File: src/rtl/fir_serial_mac_16.sv
// Serial 16-tap FIR filter. One multiply-accumulate per clock, so a sample
// takes 18 clocks from acceptance to the next possible acceptance. The
// coefficient bank is writable only while idle and resets to a unity
// pass-through (h[0] = 1.0 in Q2.14, all other taps zero).
//
// Handshake: o_ready is high only in IDLE. A sample is taken on a rising edge
// where i_sample_valid && o_ready. A strobe on any other edge is discarded and
// sets the sticky o_drop flag. o_filtered_valid is a one-cycle pulse with no
// back-pressure.
module fir_serial_mac_16 #(
    parameter int NTAPS     = 16,
    parameter int COEF_W    = 16,
    parameter int OUT_SHIFT = 14
) (
    input  logic        clk,
    input  logic        rstn,
    input  logic [13:0] i14_sample,
    input  logic        i_sample_valid,
    output logic        o_ready,
    input  logic        i_coef_we,
    input  logic [3:0]  i4_coef_addr,
    input  logic [15:0] i16_coef_data,
    output logic [13:0] o14_filtered,
    output logic        o_filtered_valid,
    output logic        o_saturated,
    output logic        o_drop,
    output logic [1:0]  o2_dbg_state
);

    localparam logic [1:0] ST_IDLE = 2'd0;
    localparam logic [1:0] ST_MAC  = 2'd1;
    localparam logic [1:0] ST_OUT  = 2'd2;

    localparam logic [3:0] LAST_TAP = 4'(NTAPS - 1);

    logic [1:0]               state_q;
    logic [3:0]               tap_q;
    logic signed [33:0]       acc_q;
    logic signed [13:0]       x_q [NTAPS];
    logic signed [COEF_W-1:0] h_q [NTAPS];

    logic                     accept;
    logic signed [29:0]       prod;
    logic signed [33:0]       acc_rnd;
    logic signed [33:0]       acc_sh;
    logic [13:0]              sat_val;
    logic                     sat_flag;

    assign o_ready      = (state_q == ST_IDLE);
    assign o2_dbg_state = state_q;
    assign accept       = i_sample_valid && o_ready;

    // Product of the tap currently addressed by the counter; the 34-bit
    // accumulator has 4 guard bits so 16 full-scale products cannot overflow.
    assign prod = x_q[tap_q] * h_q[tap_q];

    // Round half up, arithmetic shift back to sample scale, clip to 14 bits.
    always_comb begin
        acc_rnd  = acc_q + (34'sd1 <<< (OUT_SHIFT - 1));
        acc_sh   = acc_rnd >>> OUT_SHIFT;
        sat_val  = acc_sh[13:0];
        sat_flag = 1'b0;
        if (acc_sh > 34'sd8191) begin
            sat_val  = 14'h1fff;
            sat_flag = 1'b1;
        end else if (acc_sh < -34'sd8192) begin
            sat_val  = 14'h2000;
            sat_flag = 1'b1;
        end
    end

    // Sequencer: IDLE -> MAC (16 taps) -> OUT -> IDLE, with tap counter and accumulator.
    always_ff @(posedge clk) begin
        if (!rstn) begin
            state_q <= ST_IDLE;
            tap_q   <= 4'd0;
            acc_q   <= '0;
        end else begin
            case (state_q)
                ST_IDLE: begin
                    if (accept) begin
                        state_q <= ST_MAC;
                        tap_q   <= 4'd0;
                        acc_q   <= '0;
                    end
                end
                ST_MAC: begin
                    acc_q <= acc_q + {{4{prod[29]}}, prod};
                    tap_q <= tap_q + 4'd1;
                    if (tap_q == LAST_TAP) begin
                        state_q <= ST_OUT;
                    end
                end
                ST_OUT: begin
                    state_q <= ST_IDLE;
                end
                default: begin
                    state_q <= ST_IDLE;
                end
            endcase
        end
    end

    // Delay line: shifts only on an accepted sample; dropped samples never enter.
    always_ff @(posedge clk) begin
        if (!rstn) begin
            for (int k = 0; k < NTAPS; k++) begin
                x_q[k] <= '0;
            end
        end else if (accept) begin
            for (int k = NTAPS - 1; k > 0; k--) begin
                x_q[k] <= x_q[k-1];
            end
            x_q[0] <= i14_sample;
        end
    end

    // Coefficient bank: writes land only in IDLE, so a pass never sees a coefficient change mid-sum.
    always_ff @(posedge clk) begin
        if (!rstn) begin
            for (int k = 0; k < NTAPS; k++) begin
                h_q[k] <= (k == 0) ? 16'sh4000 : 16'sh0000;
            end
        end else if (i_coef_we && (state_q == ST_IDLE)) begin
            h_q[i4_coef_addr] <= i16_coef_data;
        end
    end

    // Output register: result and saturation flag update together, valid pulses for one cycle.
    always_ff @(posedge clk) begin
        if (!rstn) begin
            o14_filtered     <= '0;
            o_saturated      <= 1'b0;
            o_filtered_valid <= 1'b0;
        end else begin
            o_filtered_valid <= 1'b0;
            if (state_q == ST_OUT) begin
                o14_filtered     <= sat_val;
                o_saturated      <= sat_flag;
                o_filtered_valid <= 1'b1;
            end
        end
    end

    // Sticky overrun flag: a sample strobe while busy is lost and remembered until reset.
    always_ff @(posedge clk) begin
        if (!rstn) begin
            o_drop <= 1'b0;
        end else if (i_sample_valid && !o_ready) begin
            o_drop <= 1'b1;
        end
    end

endmodule

File: config.mk
export PLATFORM = sky130hd
export DESIGN_NAME = fir_serial_mac_16
export DESIGN_NICKNAME = d
export VERILOG_FILES = /design/src/rtl/fir_serial_mac_16.sv
export SDC_FILE = /design/constraint.sdc
export NUM_CORES = 1
export LEC_CHECK = 0
export CAP_MARGIN = 10
export CORE_MARGIN = 4
export CORE_UTILIZATION = 50
export DETAILED_ROUTE_END_ITERATION = 12
export PLACE_DENSITY = 0.69
export REMOVE_ABC_BUFFERS = 1
export SYNTH_ARGS = -nofsm -noshare
export SYNTH_HDL_FRONTEND = slang
export SYNTH_SLANG_ARGS = --single-unit
File: constraint.sdc
create_clock -name clk -period 9.5 [get_ports clk]
set_input_delay 1.425 -clock clk [delete_from_list [all_inputs] [get_ports clk]]
set_output_delay 1.425 -clock clk [all_outputs]
set_load 0.005 [all_outputs]
; Word level (Yosys, flattened, before mapping)
; Memory sizes are Yosys's and may differ from the RTL's. A register that Yosys moved wholly into a read port is not among the register bits.
; Index checks and enable logic that the tools add are counted.
[classes]
eq_ne = 5
multipliers = 1
add_sub_neg = 3
n_bitwise = 16
mux = 42
n_reduce_logical = 9
order_cmp = 2
[op_table]
columns = op, count
row1 = 14-bit two-way mux, 18
row2 = 34-bit case mux with 2 select lines, 1
row3 = "34-bit by 15-bit adder with 34-bit output, second input constant", 1
row4 = 34-bit adder, 1
row5 = 34-bit two-way mux, 1
row6 = 14-bit by 16-bit multiplier with 30-bit output, 1
row7 = 4-bit two-way mux, 6
row8 = "20-bit by 14-bit > comparator with 1-bit output, second input constant", 1
row9 = "20-bit by 14-bit < comparator with 1-bit output, second input constant", 1
row10 = 16-bit two-way mux, 1
row11 = 1-bit OR, 16
row12 = 16-bit OR reduction, 1
row13 = 1-bit two-way mux, 11
row14 = 4-bit case mux with 2 select lines, 1
row15 = "4-bit by 1-bit adder with 4-bit output, second input constant", 1
row16 = "4-bit equality test, second input constant", 1
row17 = 2-bit two-way mux, 2
row18 = 2-bit case mux with 2 select lines, 1
row19 = 2-bit AND reduction, 2
row20 = 1-bit logical AND, 3
row21 = "2-bit by 1-bit equality test with 1-bit output, second input constant", 1
row22 = "2-bit equality test, second input constant", 1
row23 = 2-bit zero test, 1
row24 = "2-bit by 1-bit inequality test with 1-bit output, second input constant", 1
row25 = 3 further kinds, 3
[word_totals]
elab_cells = 87
ram_bits = 480
output_inout_bits = 20
in_bits = 38
ff_bits = 57
mem_count = 2
[mem_list]
columns = memory, depth, width, rd, rd_clocked_by_memory_dff, wr, line
row1 = h_q, 16, 16, 1, 1, 16, 40  ; logic signed [COEF_W-1:0] h_q [NTAPS];
row2 = x_q, 16, 14, 16, 1, 16, 39  ; logic signed [13:0] x_q [NTAPS];

; Depth between registers and ports, before layout
; Gate-level depths: netlist (run 1).
[logic_depth]
ltp_word = 7
depth_mapped = 40
depth_no_buf = 36

; Worst setup path after synthesis (run 1)
; OpenSTA, ideal clock, no wires.
[synth_timing]
kind = register to register
startpoint = register (tool-made name)
endpoint = register acc_q[31]
required_time_ns = 9.421
slack_ns = 0.043
setup_ns = 0.079
stages_incl_launch_ff = 36
arrival_ns = 9.378
path_buffers = 4
period_less_slack_ns = 9.457
path_cell_list = dfxtp_1 clkbuf_1 buf_2 buf_2 buf_2 mux4_2 mux2_2 o21ai_1 nor2_1 fa_1 inv_1 fa_1 inv_1 fa_1 fa_1 fa_1 inv_1 fa_1 inv_1 ha_1 a21o_1 a221o_1 a221o_1 o31ai_4 o21bai_1 a21oi_1 xnor2_1 ha_1 and3_1 and3_1 and2_1 a211oi_1 nand2_1 a21o_1 a311o_1 o211ai_1
[synth_lines]
columns = element, line
row1 = end signal: assignment, 88  ; acc_q <= acc_q + {{4{prod[29]}}, prod};
row2 = end: declaration, 38  ; logic signed [33:0] acc_q;

==> results of run 1 <==
==> cell families after synthesis <==
| family | count (synthesis) |
|---|---|
| AO/OA/AOI/OAI | 277 |
| buffers and inverters | 438 |
| AND/OR/NAND/NOR | 979 |
| flip-flops | 541 |
| XOR/XNOR | 67 |
| multiplexers | 171 |
| adder cells (fa/ha/maj) | 326 |
==> worst paths after layout <==
kind / depth (start not counted) / to / slack (ps) / startpoint
worst max-delay path: 36 / acc_q[33] / 300 / flip-flop
worst min register to register: 2 / acc_q[5] / 470 / acc_q[5]
worst max register to register: 36 / acc_q[33] / 300 / flip-flop
worst min-delay path: 2 / acc_q[5] / 470 / acc_q[5]
==> placed cells by master (no fill, tap or decap), types with 8 or more instances in the layout <==
| cell type | n |
|---|---|
| buf_6 | 9 |
| dfxtp_1 | 57 |
| inv_1 | 296 |
| clkbuf_16 | 62 |
| mux4_2 | 130 |
| a22oi_1 | 9 |
| xnor2_1 | 50 |
| buf_12 | 10 |
| xor2_1 | 17 |
| nor2b_1 | 29 |
| edfxtp_1 | 480 |
| o21ai_1 | 20 |
| nor2_1 | 167 |
| a21oi_1 | 59 |
| and2_1 | 489 |
| ha_1 | 105 |
| mux2_2 | 20 |
| nand2_1 | 167 |
| nand3_1 | 23 |
| o21a_1 | 19 |
| fa_1 | 220 |
| clkdlybuf4s50_1 | 56 |
| and3_1 | 13 |
| o21ai_2 | 9 |
| a21o_1 | 25 |
| buf_4 | 115 |
| a211oi_1 | 8 |
| nand4_1 | 8 |
| nand2b_1 | 34 |
| clkbuf_1 | 11 |
| clkinv_1 | 11 |
| nor3_1 | 19 |
| or3_1 | 9 |
| o21ai_0 | 53 |
| mux2i_1 | 15 |
==> per-stage QoR <==
step / TNS, ps / utilization, % / hold WS, ps / total power, W / worst slack, ps
after global routing: -50.1 / 57.3 / 507 / 0.0149 / -25.8
after floorplan: -94940 / - / 432 / 0.00922 / -4290
after CTS: 0 / 56.4 / 471 / 0.0134 / 31.1
after global placement: 0 / 53.7 / 441 / 0.0109 / 79.4
final: 0 / 57.3 / 473 / 0.0137 / 298
after detailed placement: 0 / 53.7 / 459 / 0.0111 / 21.1
==> registers in the layout (all words and copies together), names as in the netlist, named ones only <==
signal            flops
h_q                 256
x_q                 224
acc_q                34
o14_filtered         14
tap_q                 4
o2_dbg_state          2
o_drop                1
o_filtered_valid      1
o_saturated           1
==> worst register-to-register path, delay by kind of cell (launching register included) <==
kind	cells	cell delay (ps)
AND/OR/NAND/NOR	4	1020
buffers and inverters	8	960
multiplexers	2	820
flip-flops	1	410
AO/OA/AOI/OAI	14	2300
adder cells (fa/ha/maj)	8	3530
==> cell type report <==
type | count | area, sq um
clock buffers | 68 | 1470
clock inverters | 33 | 393
fillers | 5390 | 28700
inverters | 299 | 1120
multi-input cells | 1821 | 16900
flip-flops and latches | 541 | 15600
well taps | 873 | 1090
repair buffers | 199 | 1940
==> per-layer routing <==
metal | vias up | wire length (microns) | part of all wire [%]
li1 | 9806 | - | -
met1 | 10900 | 32700 | 43
met2 | 590 | 38100 | 50
met3 | 112 | 3950 | 5.2
met4 | 0 | 1780 | 2.3
met5 | - | 0 | 0
==> power breakdown <==
group	switching, W	internal, W	total [W]
combinational	0.00476	0.00384	0.00859
clock	0.000948	0.00129	0.00224
sequential	0.0000921	0.00277	0.00286
==> repair_timing <==
action | 4_1_cts | 5_1_grt
buffers inserted | 0 | 25
gates resized for setup | 4 | 52
cloned | 0 | 8
pin swaps | 0 | 8
setup endpoints to repair | 2 | 14
==> impl_metrics.csv, run 1 <==
group,metric,value,unit
outcome,outcome,"finished clean",
power,peakVddDrop,0.407,mV
routing,first_iter_violations,1633,
clock_network,numClockSinks,541,
synth,synthArstFlopShare,0,%
final_layout,finalNonFillerCells,3834,
critical_path,worstSetupPathType,"reg2reg",
global_routing,met3_usage,3.20,%
timing,slew_viol_final,0,
global_routing,grt_max_degree,118,
routing,firstDrtPassIters,7,
floorplan,std_cell_rows,95,
synth,synth.avg_cell_area,12.2,sq um
critical_path,slowest_delay,610,ps
routing,drc,0,
clock_network,htree_levels,2,
timing,fin_crit_sh,96.9,%
synth,synthAdderAreaFrac,16.8,%
clock_network,cts_hold_buffers,0,
clock_network,cts_root_buf,"clkbuf_16",
synth,synth.cell_area,34000,sq um
routing,wl_per_cell,20.0,microns
synth,muxShareOfSynthArea,9.89,%
synth,synth_top_cells_by_area,"edfxtp_1 (42%), fa_1 (13%), and2_1 (9.0%), mux4_2 (8.6%), ha_1 (3.9%)",
clock_network,clk_pin_slew_worst_paths,60,ps
critical_path,required,9990,ps
synth,synth_common_cells,"and2_1 (489), edfxtp_1 (480), inv_1 (299)",
clock_network,max-clock-path-buffers,3,
floorplan,floorplan.initialDensity,50.6,%
clock_network,clock_latency,650,ps
synth,synth.distinct_cells,69,
floorplan,num_io_pins,58,
global_routing,gr-total-overflow,0,
global_routing,grt_first_pass_wirelength,121,mm
timing,skew,58.7,ps
timing,worst_slew_pin_slew,1290,ps
timing,slew_headroom,13.5,%
synth,yosys.area_share.simple,15.4,%
floorplan,core,67300,sq um
final_layout,insertedDiodeCount,0,
global_routing,grt_util_met1,28.6,%
floorplan,fp.dieH,269,microns
synth,yosysTopAreaCell,"edfxtp_1",
synth,synth_top_family_by_area,"adder cells",
timing,setup_viol,0,
global_routing,grt.total_usage,21.1,%
critical_path,worstSetupStartpointType,"flip-flop",
synth,synth_top_area_share,42.4,%
critical_path,crit_fanout,11,
synth,synth_compound_area_share,5.25,%
place,dp_cells,3700,
synth,synth_edf_count,480,
critical_path,worstSetupEndpointType,"flip-flop",
final_layout,final_nets,3283,
critical_path,path_delay_family,"adder cells",
routing,postRouteAntennaNets,0,
synth,synth.most_common_cell,"and2_1",
final_layout,final_area,38600,sq um
global_routing,grt_use_met2,36.1,%
clock_network,cts_buffers,57,
synth,synthXorXnorAreaFrac,1.73,%
synth,synth.ff_latch_count,541,
floorplan,dieArea,72300,sq um
routing,via_per_inst,5.59,
floorplan,die_w,269,microns
synth,synth_ff_type,"edfxtp_1",
run,drv_cap,0,
place,place_hpwl,52.9,mm
clock_network,cts_tree,"yes",
global_routing,grt_pass1_vias,22300,
worst_hold_path,hp-class,"reg2reg",
power,p_leak,15.6,nW
timing,finalHoldViolCount,0,
place,io_buffers,57,
critical_path,cp.arrival,9690,ps
power,p_per_area,355,nW/um^2
routing,finalWirelength,76.5,mm
final_layout,layout-drive-gt1-share,14.4,%
critical_path,cp_common_cell,"fa_1",
global_routing,antenna_found_initial,0,
critical_path,crit_buf_inv,8,
timing,min_period,9200,ps
synth,yosys_warnings,0,
final_layout,area_growth,13.4,%
place,placed_cell_area,36100,sq um
global_routing,busiest_layer,"met2",
routing,vias,21400,
timing,clock.fmax,109,MHz
critical_path,cp_slowest_cell,"fa_1",
synth,yosysSeqAreaShare,46.0,%
place,globalplace.congestion,0.910,
synth,synth_cells,2799,
Power figures use the tool's default switching activity.
==> run 2, diff against run 1 <==
- CTS_CLUSTER_SIZE: unset -> 20
==> impl_metrics.csv, run 2 (synthesis gave the netlist of run 1 again) <==
group,metric,value,unit
floorplan,fp.dieH,269,microns
final_layout,area_growth,13.4,%
global_routing,antenna_found_initial,0,
power,p_leak,15.6,nW
timing,fin_setup_tns,0,ps
floorplan,floorplan.initialDensity,50.6,%
power,peakVddDrop,0.408,mV
critical_path,path_delay_family,"adder cells",
critical_path,r2r_slack,290,ps
worst_hold_path,hold_path_depth,2,
timing,finalHoldViolCount,0,
final_layout,regArea,15600,sq um
routing,firstDrtPassIters,8,
timing,fin_crit_sh,97.0,%
clock_network,clk_pin_slew_worst_paths,60,ps
critical_path,reg2reg_depth,34,
routing,finalWirelength,76.5,mm
timing,min_period,9210,ps
final_layout,layout_common_cells,"and2_1 (489), edfxtp_1 (480), inv_1 (296), fa_1 (220)",
place,pre_cts_ws,21.1,ps
worst_hold_path,hp-class,"reg2reg",
routing,wl_per_cell,20.0,microns
timing,clock.fmax,109,MHz
final_layout,layout-drive-gt1-share,14.3,%
critical_path,worstSetupEndpointType,"flip-flop",
routing,vias,21400,
timing,worst_slack,289,ps
timing,skew,57.3,ps
clock_network,cts_buffers,57,
clock_network,cts_tree,"yes",
critical_path,crit_buf_inv,7,
power,total_power,0.0137,W
place,io_buffers,57,
routing,postRouteAntennaNets,0,
place,place_hpwl,52.9,mm
routing,drt-met1-wl,32.7,mm
global_routing,grt_pass1_vias,22200,
timing,worst_slew_pin_slew,1260,ps
critical_path,cp_common_cell,"fa_1",
critical_path,cp_slowest_cell,"fa_1",
critical_path,required,10020,ps
routing,routed.top_layer,"met4",
clock_network,numClockSinks,541,
floorplan,num_io_pins,58,
timing,setup_viol,0,
critical_path,crit_fanout,11,
final_layout,top_register,"h_q",
final_layout,largest_reg_flops,256,
clock_network,cts_root_buf,"clkbuf_16",
floorplan,dieArea,72300,sq um
place,globalplace.congestion,0.910,
critical_path,worstSetupStartpointType,"flip-flop",
run,drv_cap,0,
floorplan,die_w,269,microns
global_routing,grt.total_usage,21.2,%
global_routing,grt_first_pass_wirelength,121,mm
clock_network,clock_latency,650,ps
routing,via_per_inst,5.60,
critical_path,slowest_delay,560,ps
final_layout,fin_util,57.3,%
floorplan,core,67300,sq um
routing,drc,0,
power,p_per_area,355,nW/um^2
critical_path,worstSetupPathType,"reg2reg",
clock_network,max-clock-path-buffers,3,
critical_path,cp.arrival,9730,ps
global_routing,gr-total-overflow,0,
final_layout,fillers,5392,
critical_path,path_depth,34,
timing,fin_hold_ws,472,ps
global_routing,grt_max_degree,118,
final_layout,largestRegisters,"h_q (256), x_q (224), acc_q (34)",
floorplan,std_cell_rows,95,
routing,met3_length,4.10,mm
final_layout,multiInputGateArea,16900,sq um
final_layout,final_nets,3283,
clock_network,htree_levels,2,
outcome,outcome,"finished clean",
timing,slew_viol_final,0,
routing,first_iter_violations,1638,
timing,slew_headroom,15.9,%
routing,wl_met2,37.9,mm
final_layout,final_common_cell,"and2_1",
run 2: cell count changes in the layout (fill, tap and decap cells not counted), sizes merged:
cell      change
clkinv        -1
clkbuf        -1
inv           +1
diode         +1
clkinvlp      -1
run 2: cell type report:
type | count | area share, %
repair buffers | 199 | 5.06
well taps | 873 | 2.83
inverters | 299 | 2.91
diodes | 1 | 0.00649
multi-input cells | 1821 | 43.8
flip-flops and latches | 541 | 40.6
clock buffers | 67 | 3.80
clock inverters | 32 | 1.01
run 2: what timing repair did:
action | CTS | global route
pin swaps | 0 | 8
endpoints found under the hold margin | 0 | 0
setup buffers | 0 | 25
resized for setup | 4 | 53
endpoints found under the setup margin | 2 | 14
hold buffers | 0 | 0
gates cloned | 0 | 8
run 2: worst paths after layout:
kind                     to      start
hold / removal     acc_q[5]   acc_q[5]
setup reg to reg  acc_q[31]  flip-flop
hold reg to reg    acc_q[5]   acc_q[5]
setup / recovery  acc_q[31]  flip-flop
run 2: metrics by stage:
stage                     cell area, sq um  cells
after floorplan                      33500   2660
after CTS                            38000   3799
after global placement               36100   3700
final                                38600   3833
after detailed placement             36100   3700
after global routing                 38600   3832
run 2: tightest hold or removal path: cells and delay by family, from the launching register on:
kind,cells,cell delay [ps]
AO/OA/AOI/OAI,1,60
flip-flops,1,320
AND/OR/NAND/NOR,1,50
run 2: power by group:
group	internal (W)	switching, W
Sequential	0.00277	0.0000920
Clock	0.00129	0.000947
Combinational	0.00384	0.00475
run 2: per-layer routing:
| metal | up-vias | global-route usage, % |
|---|---|---|
| met4 | 0 | 5.69 |
| met5 | - | 0 |
| met3 | 121 | 3.21 |
| met1 | 10900 | 28.6 |
| li1 | 9808 | - |
| met2 | 624 | 36.2 |
==> run 3, diff against run 2 <==
- CTS_CLUSTER_SIZE: 20 -> unset
==> results of run 3 <==
Final layout, timing and power as in run 1 (identical DEF).
